### config.mk
export PLATFORM = sky130hd
export DESIGN_NAME = ahb_cmd_arb
export DESIGN_NICKNAME = d
export VERILOG_FILES = /design/src/rtl/ahb_cmd_arb.sv
export SDC_FILE = /design/constraint.sdc
export NUM_CORES = 1
export LEC_CHECK = 0
export CORE_AREA = 2 2 164 166
export DETAILED_ROUTE_END_ITERATION = 8
export DIE_AREA = 0 0 166 168
export PLACE_DENSITY = 0.55
export REMOVE_ABC_BUFFERS = 1
export SETUP_SLACK_MARGIN = 0.05
export SYNTH_ARGS = -nofsm -noshare
export SYNTH_HDL_FRONTEND = slang
export SYNTH_SLANG_ARGS = --single-unit
export TNS_END_PERCENT = 20
### constraint.sdc
create_clock -name hclk -period 15.2 [get_ports hclk]
set_input_delay 4.56 -clock hclk [delete_from_list [all_inputs] [get_ports hclk]]
set_output_delay 4.56 -clock hclk [all_outputs]
set_load 0.01 [all_outputs]
### src/rtl/ahb_cmd_arb.sv
// Round-robin arbiter that serialises single-word commands from NREQ sources onto one AHB-lite master port.
// Optional wait-state timeout is enabled by defining AHB_ARB_TIMEOUT_EN (limit TMO_CYC stalled cycles).
module ahb_cmd_arb #(
  parameter int NREQ    = 4,
  parameter int TMO_CYC = 255
) (
  input  logic                hclk,
  input  logic                hrst,
  input  logic [NREQ-1:0]     req_valid,
  input  logic [NREQ-1:0]     req_write,
  input  logic [NREQ*32-1:0]  req_addr,
  input  logic [NREQ*32-1:0]  req_wdata,
  output logic [NREQ-1:0]     req_ready,
  output logic [NREQ-1:0]     rsp_valid,
  output logic [31:0]         rsp_rdata,
  output logic                rsp_err,
  output logic [1:0]          htrans,
  output logic                hwrite,
  output logic [31:0]         haddr,
  output logic [31:0]         hwdata,
  output logic [1:0]          hsize,
  output logic [2:0]          hburst,
  output logic [3:0]          hprot,
  output logic                hready_out,
  input  logic                hready_in,
  input  logic [1:0]          hresp,
  input  logic [31:0]         hrdata
);
  localparam int GW = (NREQ > 1) ? $clog2(NREQ) : 1;
  localparam logic [15:0] TMO_LAST = 16'(TMO_CYC - 1);
  localparam logic [31:0] TMO_DATA = 32'hDEAD_BEEF;

  typedef enum logic [1:0] {IDLE, ADDR, DATA, RESP} state_t;

  state_t          state_reg, state_next;
  logic [GW-1:0]   last_grant_reg, last_grant_next;
  logic [GW-1:0]   grant_reg, grant_next;
  logic            write_reg, write_next;
  logic [31:0]     addr_reg, addr_next;
  logic [31:0]     wdata_reg, wdata_next;
  logic [31:0]     rdata_reg, rdata_next;
  logic            err_reg, err_next;

  logic [31:0]     addr_arr  [NREQ];
  logic [31:0]     wdata_arr [NREQ];
  logic [NREQ-1:0] unused_lsb;

  // Word-align addresses as they are unpacked; the byte offset bits are discarded.
  generate
    for (genvar gi = 0; gi < NREQ; gi++) begin : g_unpack
      assign addr_arr[gi]   = {req_addr[32*gi+2 +: 30], 2'b00};
      assign wdata_arr[gi]  = req_wdata[32*gi +: 32];
      assign unused_lsb[gi] = ^req_addr[32*gi +: 2];
    end
  endgenerate

  logic            win_found;
  logic [GW-1:0]   win_idx;
  logic [GW-1:0]   cand_idx;
  logic [NREQ-1:0] win_onehot;
  logic [NREQ-1:0] rsp_onehot;
  logic            tmo_hit;

  // Search begins just after the previous winner and wraps, so every source gets a turn.
  always_comb begin
    win_found = 1'b0;
    win_idx   = '0;
    cand_idx  = '0;
    for (int k = 1; k <= NREQ; k++) begin
      cand_idx = GW'((int'(last_grant_reg) + k) % NREQ);
      if (!win_found && req_valid[cand_idx]) begin
        win_found = 1'b1;
        win_idx   = cand_idx;
      end
    end
  end

  always_comb begin
    win_onehot          = '0;
    win_onehot[win_idx] = 1'b1;
    rsp_onehot            = '0;
    rsp_onehot[grant_reg] = 1'b1;
  end

`ifdef AHB_ARB_TIMEOUT_EN
  logic [15:0] tmo_cnt_reg, tmo_cnt_next;

  assign tmo_hit = !hready_in && (tmo_cnt_reg == TMO_LAST);

  always_comb begin
    tmo_cnt_next = '0;
    if (state_next == state_reg && (state_reg == ADDR || state_reg == DATA))
      tmo_cnt_next = tmo_cnt_reg + 16'd1;
  end

  always_ff @(posedge hclk or posedge hrst) begin
    if (hrst) tmo_cnt_reg <= '0;
    else      tmo_cnt_reg <= tmo_cnt_next;
  end
`else
  logic unused_tmo;
  assign unused_tmo = ^TMO_LAST;
  assign tmo_hit    = 1'b0;
`endif

  always_comb begin
    state_next      = state_reg;
    last_grant_next = last_grant_reg;
    grant_next      = grant_reg;
    write_next      = write_reg;
    addr_next       = addr_reg;
    wdata_next      = wdata_reg;
    rdata_next      = rdata_reg;
    err_next        = err_reg;
    case (state_reg)
      IDLE: begin
        if (win_found) begin
          grant_next      = win_idx;
          last_grant_next = win_idx;
          write_next      = req_write[win_idx];
          addr_next       = addr_arr[win_idx];
          wdata_next      = wdata_arr[win_idx];
          state_next      = ADDR;
        end
      end
      ADDR: begin
        if (hready_in) begin
          state_next = DATA;
        end else if (tmo_hit) begin
          state_next = RESP;
          rdata_next = TMO_DATA;
          err_next   = 1'b1;
        end
      end
      DATA: begin
        if (hready_in) begin
          state_next = RESP;
          rdata_next = write_reg ? 32'h0 : hrdata;
          err_next   = |hresp;
        end else if (tmo_hit) begin
          state_next = RESP;
          rdata_next = TMO_DATA;
          err_next   = 1'b1;
        end
      end
      RESP:    state_next = IDLE;
      default: state_next = IDLE;
    endcase
  end

  always_ff @(posedge hclk or posedge hrst) begin
    if (hrst) begin
      state_reg      <= IDLE;
      last_grant_reg <= GW'(NREQ - 1);
      grant_reg      <= '0;
      write_reg      <= 1'b0;
      addr_reg       <= '0;
      wdata_reg      <= '0;
      rdata_reg      <= '0;
      err_reg        <= 1'b0;
    end else begin
      state_reg      <= state_next;
      last_grant_reg <= last_grant_next;
      grant_reg      <= grant_next;
      write_reg      <= write_next;
      addr_reg       <= addr_next;
      wdata_reg      <= wdata_next;
      rdata_reg      <= rdata_next;
      err_reg        <= err_next;
    end
  end

  // Gated by hrst so no source sees an accept while the block is held in reset.
  assign req_ready  = (state_reg == IDLE && win_found && !hrst) ? win_onehot : '0;
  assign rsp_valid  = (state_reg == RESP) ? rsp_onehot : '0;
  assign rsp_rdata  = rdata_reg;
  assign rsp_err    = err_reg;
  assign htrans     = (state_reg == ADDR) ? 2'b10 : 2'b00;
  assign hwrite     = write_reg;
  assign haddr      = addr_reg;
  assign hwdata     = wdata_reg;
  assign hsize      = 2'b10;
  assign hburst     = 3'b000;
  assign hprot      = 4'b0011;
  assign hready_out = hready_in;

endmodule

==> metrics, run 1 <==
Num CTS Buffers=9; Post-synth EDFFs=0; deepest clock path buffer count=2; DRC Markers=0; Tot GR Track Use=19.8%; clk_lat worst skew=350 ps; antenna violations before repair=3; synth unique cells=40; Switch Pwr=0.709 mW; H-tree levels=3; dpl ws=3280 ps; final setup margin=3240 ps; vias in the first global route=6,837; Via density=4.87; RSZ-0062 raised after global routing=no; Internal=1.01 mW; CTS root buffer=clkbuf_16; final setup vio count=0; R2R setup slack=12,940 ps; first-pass GRT wire length=42.7 mm; pwr dens=163 nW/µm²; Initial Util=23.7%; HPWL Detailed=19.7 mm; leak pwr=3.95 nW; sum of negative setup slack=0 ps; YS warnings=0; max-cap viol count=0; Hold Fails Final Rpt=0; Routed WL=28.9 mm; Worst Path Required=10,640 ps; Cells after Synth=733; via count=6,923; Die X=166 µm; flop and latch count out of synthesis=102; Mean Syn Cell Area=8.52 µm²; final max-slew violation count=0; share of power burned in registers=28.7%; ys async rst share=100%; iteration count of the initial detailed-routing pass=4; largest net degree at the start of global routing=67; WS Path Type=in -> out; share of cells above drive strength 1=3.80%; hold crit path type=reg -> reg; grt total ovfl=0; port bufs=398; area delta synth->final=69.0%; Startpoint Class=primary input; overall power=1.72 mW; row count=60; post-cts resize count=0; Peak supply drop=0.0720 mV; Post-DRT Antenna Nets=0; critical path fanouts, max=64; Post-CTS Setup Inserts=0; Final Skew=16.9 ps; Worst-path clk slew=60 ps; period utilization=78.7%; Net Sw Frac=41.1%; Fillers=2,733; fmax=83.6 MHz; Iteration-0 DRC Markers=315; slew margin rel.=31.4%; CP endpoint kind=output port; most used flip-flop cell after synthesis=dfrtp_1; RePlAce Congestion=0.754; mapped cell area=6240 µm²; post-layout util=40.0%; Worst Path Arrival=7400 ps; Slew @ Worst Pin=1020 ps; Gate power share=57.2%; post-synthesis sequential area ratio=40.9%; # IOs=419; part of the power in the clock network=14.1%; Sink Count=102; placed cell area=10,300 µm²; WL/cell=20.3 µm; minimum clock period=11,960 ps; full die area=27,900 µm²; post-route cell area=10,600 µm²; CTS tree=built; die span in y=168 µm; final net count=1,379; core area=26,400 µm²; run status=completed; cts hold-fix bufs=0
power by group through the flow:
stage	Combinational (mW)	Sequential [mW]	Clock (mW)
floorplan	0.405	0.554	0
global placement	0.997	0.494	0
detailed placement	1.00	0.499	0
CTS	1.00	0.496	0.254
global route	1.07	0.513	0.263
finish	0.986	0.494	0.244
cell usage after synthesis (2+ instances only):
master	number	share of area, %
nor3_1	3	0.24
nand2b_1	35	3.5
a31oi_1	64	6.4
and3_1	3	0.30
ha_1	4	0.80
conb_1	2	0.12
a21oi_1	66	5.3
a32oi_1	63	8.8
buf_4	15	1.8
o21ai_0	88	7.1
nor2b_1	3	0.30
buf_2	19	1.5
nor2_1	71	4.3
clkbuf_1	38	2.3
nand3_1	2	0.16
dfrtp_1	100	40
and2_1	63	6.3
o21ai_1	11	0.88
nand2_1	43	2.6
dfstp_2	2	0.84
inv_1	4	0.24
buf_6	16	2.9
worst max-delay path, stage by stage:
cell and delay (ps):
clkdlybuf4s50_1 630, or3_1 500, o311ai_4 90, buf_4 710, nand2_1 150, nor3_2 180
clkdlybuf4s50_1 550
per-stage QoR:
step           std cells  hold slack [ps]
2_1_floorplan        654              498
3_3_place_gp        1404              463
3_5_place_dp        1404              471
4_1_cts             1420              489
5_1_grt             1422              507
6_report            1423              482
cells by family (layout without fill, tap and decap cells):
kind of cell	after synthesis	after routing	synth area share (%)
compound gates	300	300	30.3
fa+ha+maj	4	4	0.802
buf+inv	93	429	8.80
flops	102	102	40.9
mux	1	1	0.180
other cells	2	15	0.120
simple gates	231	231	18.8
area by class of cell:
cell class	count	area, µm²	area share [%]
Timing Repair Buffer	409	4060	38.4
Multi-Input combinational cell	548	3200	30.3
Sequential cell	102	2550	24.2
Tap cell	341	427	4.04
Clock buffer	11	233	2.21
Clock inverter	5	60.1	0.569
Inverter	4	17.5	0.166
Antenna cell	3	7.51	0.0711
worst paths after layout:
check / endpoint / from / cells past startpoint
worst min-delay path: rsp_rdata[11]$_DFFE_PP0P_ / rsp_rdata[11]$_DFFE_PP0P_ / 2
worst max register to register: haddr[25]$_DFFE_PP0P_ / last_grant_reg[0]$_DFFE_PP1P_ / 5
max in group asynchronous: haddr[25]$_DFFE_PP0P_ / hrst / 3
worst max-delay path: req_ready[3] / req_valid[2] / 7
worst min register to register: rsp_rdata[11]$_DFFE_PP0P_ / rsp_rdata[11]$_DFFE_PP0P_ / 2
min in group asynchronous: haddr[22]$_DFFE_PP0P_ / hrst / 2
routing by layer:
layer | vias to the layer above | track usage [%] | part of all wire [%]
li1 | 3311 | - | -
met1 | 3253 | 24.6 | 43
met2 | 329 | 33.3 | 47
met3 | 30 | 5.74 | 8.2
met4 | 0 | 6.35 | 2.3
met5 | - | 0 | 0
layout by cell type, fill, tap and decap left out, drive strengths merged, types with 5 or more instances in the layout:
cell type,count
a31oi,64
clkbuf,11
and2,63
a32oi,63
o21ai,99
clkdlybuf4s50,396
nand2,43
conb,12
a21oi,67
nand2b,36
inv,5
dfrtp,100
buf,13
nor2,71
(Power assumes the default switching activity.)
==> run 2: changes to the inputs <==
- CORE_AREA: 2 2 164 166 -> 2 2 163 165
- DIE_AREA: 0 0 166 168 -> 0 0 165 167
- clock period: 15.2 -> 12 ns (I/O delays scaled with it)
==> run 2 against run 1 <==
- total power increased by 27%
- clock skew barely moved
- worst hold slack improved by 3.1 ps
- core utilization up 0.86 points
- cell count shrank 0.49%
- sequential cell count did not move
- first-iteration DRC count up 50%
- combinational power grew 28%
- largest cell class unchanged
==> metrics, run 2 (synthesis results as in run 1) <==
sum of negative setup slack=0 ps; row count=59; Cell Count, Final, Fillers Out=1,416; H-tree levels=3; cts hold-fix bufs=0; leading cell types in the layout, fill and taps excluded=396 x clkdlybuf4s50_1, 100 x dfrtp_1, 88 x o21ai_0; critical path fanouts, max=50; share of cells above drive strength 1=3.89%; placed cell area=10,200 µm²; Slowest-stage cell, CP=clkdlybuf4s50_1; commonest non-fill, non-tap cell in the layout=clkdlybuf4s50_1; Sink Count=102; Fillers=2,657; WL/cell=20.8 µm; Switch Pwr=0.909 mW; final setup margin=2500 ps; Worst-path clk slew=60 ps; area delta synth->final=68.8%; post-cts resize count=0; Worst Hold Launch=rsp_rdata[1]$_DFFE_PP0P_; part of the power in the clock network=14.0%; Tot GR Track Use=20.6%; CP endpoint kind=output port; hold crit path type=reg -> reg; Peak supply drop=0.113 mV; final max-slew violation count=0; hold-critical path depth=2; port bufs=398; Worst path most repeated cell=clkdlybuf4s50_1; Critical Path Source=req_valid[2]; antenna violations before repair=3; R2R setup slack=9630 ps; clk_lat worst skew=350 ps; largest net degree at the start of global routing=67; post-layout util=40.9%; FF-to-FF End=hwdata[4]$_DFFE_PP0P_; Worst Path Required=8400 ps; Cells after DPL=1,399; grt total ovfl=0; Num CTS Buffers=9; share of power burned in registers=28.6%; CTS root buffer=clkbuf_16; RSZ-0062 raised after global routing=no; Post-CTS Setup Inserts=0; dpl ws=2480 ps; Net Sw Frac=41.4%; multi-input logic area=3190 µm²; critical-path cell list=clkdlybuf4s50_1 > o41ai_4 > buf_4 > nor3_1 > clkdlybuf4s50_1; WS Path Type=in -> out; CTS tree=built; Initial Util=24.2%; WP depth=5; # IOs=419; final net count=1,380; Worst Path Arrival=5900 ps; core area=25,800 µm²; DRC Markers=0; final setup vio count=0; leak pwr=3.96 nW; Startpoint Class=primary input; iteration count of the initial detailed-routing pass=4; Iteration-0 DRC Markers=471; Gate power share=57.3%; worst r2r path cells=5; WHS=485 ps; Post-DRT Antenna Nets=0; Hold Fails Final Rpt=0; Internal=1.29 mW; Via density=4.94; run status=completed; via count=6,995; period utilization=79.2%; overall power=2.19 mW; Die X=165 µm; slew margin rel.=31.8%; fmax=105 MHz; Final Skew=17.3 ps; minimum clock period=9500 ps; WHS Endpoint=rsp_rdata[1]$_DFFE_PP0P_; Max stage delay on crit path=640 ps; first-pass GRT wire length=43.0 mm; Slew @ Worst Pin=1020 ps; RR Startpoint=last_grant_reg[0]$_DFFE_PP1P_; Routed WL=29.4 mm; RePlAce Congestion=0.818; pwr dens=208 nW/µm²; vias in the first global route=6,712; post-route cell area=10,500 µm²; deepest clock path buffer count=2; worst path buffer plus inverter count=3; max-cap viol count=0; HPWL Detailed=20.0 mm; die span in y=167 µm; full die area=27,600 µm²; critical path's top delay family=buffers and inverters; Sequential cell area=2550 µm²
[run 2: worst reg2reg max path, cell delays in order (launching register included)]
cell      delay [ps]
dfstp_2          630
nor2b_4           70
o311ai_4         260
buf_4            700
a32oi_1          420
a31oi_1          200
[run 2: per-layer routing]
layer	vias to the layer above	GRT usage (%)	part of all wire (%)
met4	2	5.22	1.9
met1	3314	26.2	42
li1	3313	-	-
met3	33	6.43	9.3
met5	-	0	0.044
met2	333	33.6	47
[run 2: power groups by stage]
stage	logic [mW]	registers, mW	clock network, mW
floorplan	0.513	0.702	0
global placement	1.27	0.627	0
detailed placement	1.27	0.636	0
CTS	1.28	0.631	0.320
global route	1.38	0.651	0.333
finish	1.26	0.628	0.308
[run 2: worst max path at each step]
stage | slack [ps] | to
after floorplan | 2170 | req_ready[2]
after global placement | 2460 | req_ready[0]
after detailed placement | 2480 | req_ready[0]
after CTS | 2460 | req_ready[0]
after global routing | 2360 | req_ready[0]
final | 2500 | req_ready[0]
[run 2: area by class of cell]
type | count | area share (%)
well taps | 335 | 3.98
diodes | 1 | 0.0237
multi-input cells | 548 | 30.3
clock inverters | 5 | 0.570
flip-flops and latches | 102 | 24.2
repair buffers | 410 | 38.6
clock buffers | 11 | 2.21
inverters | 4 | 0.166
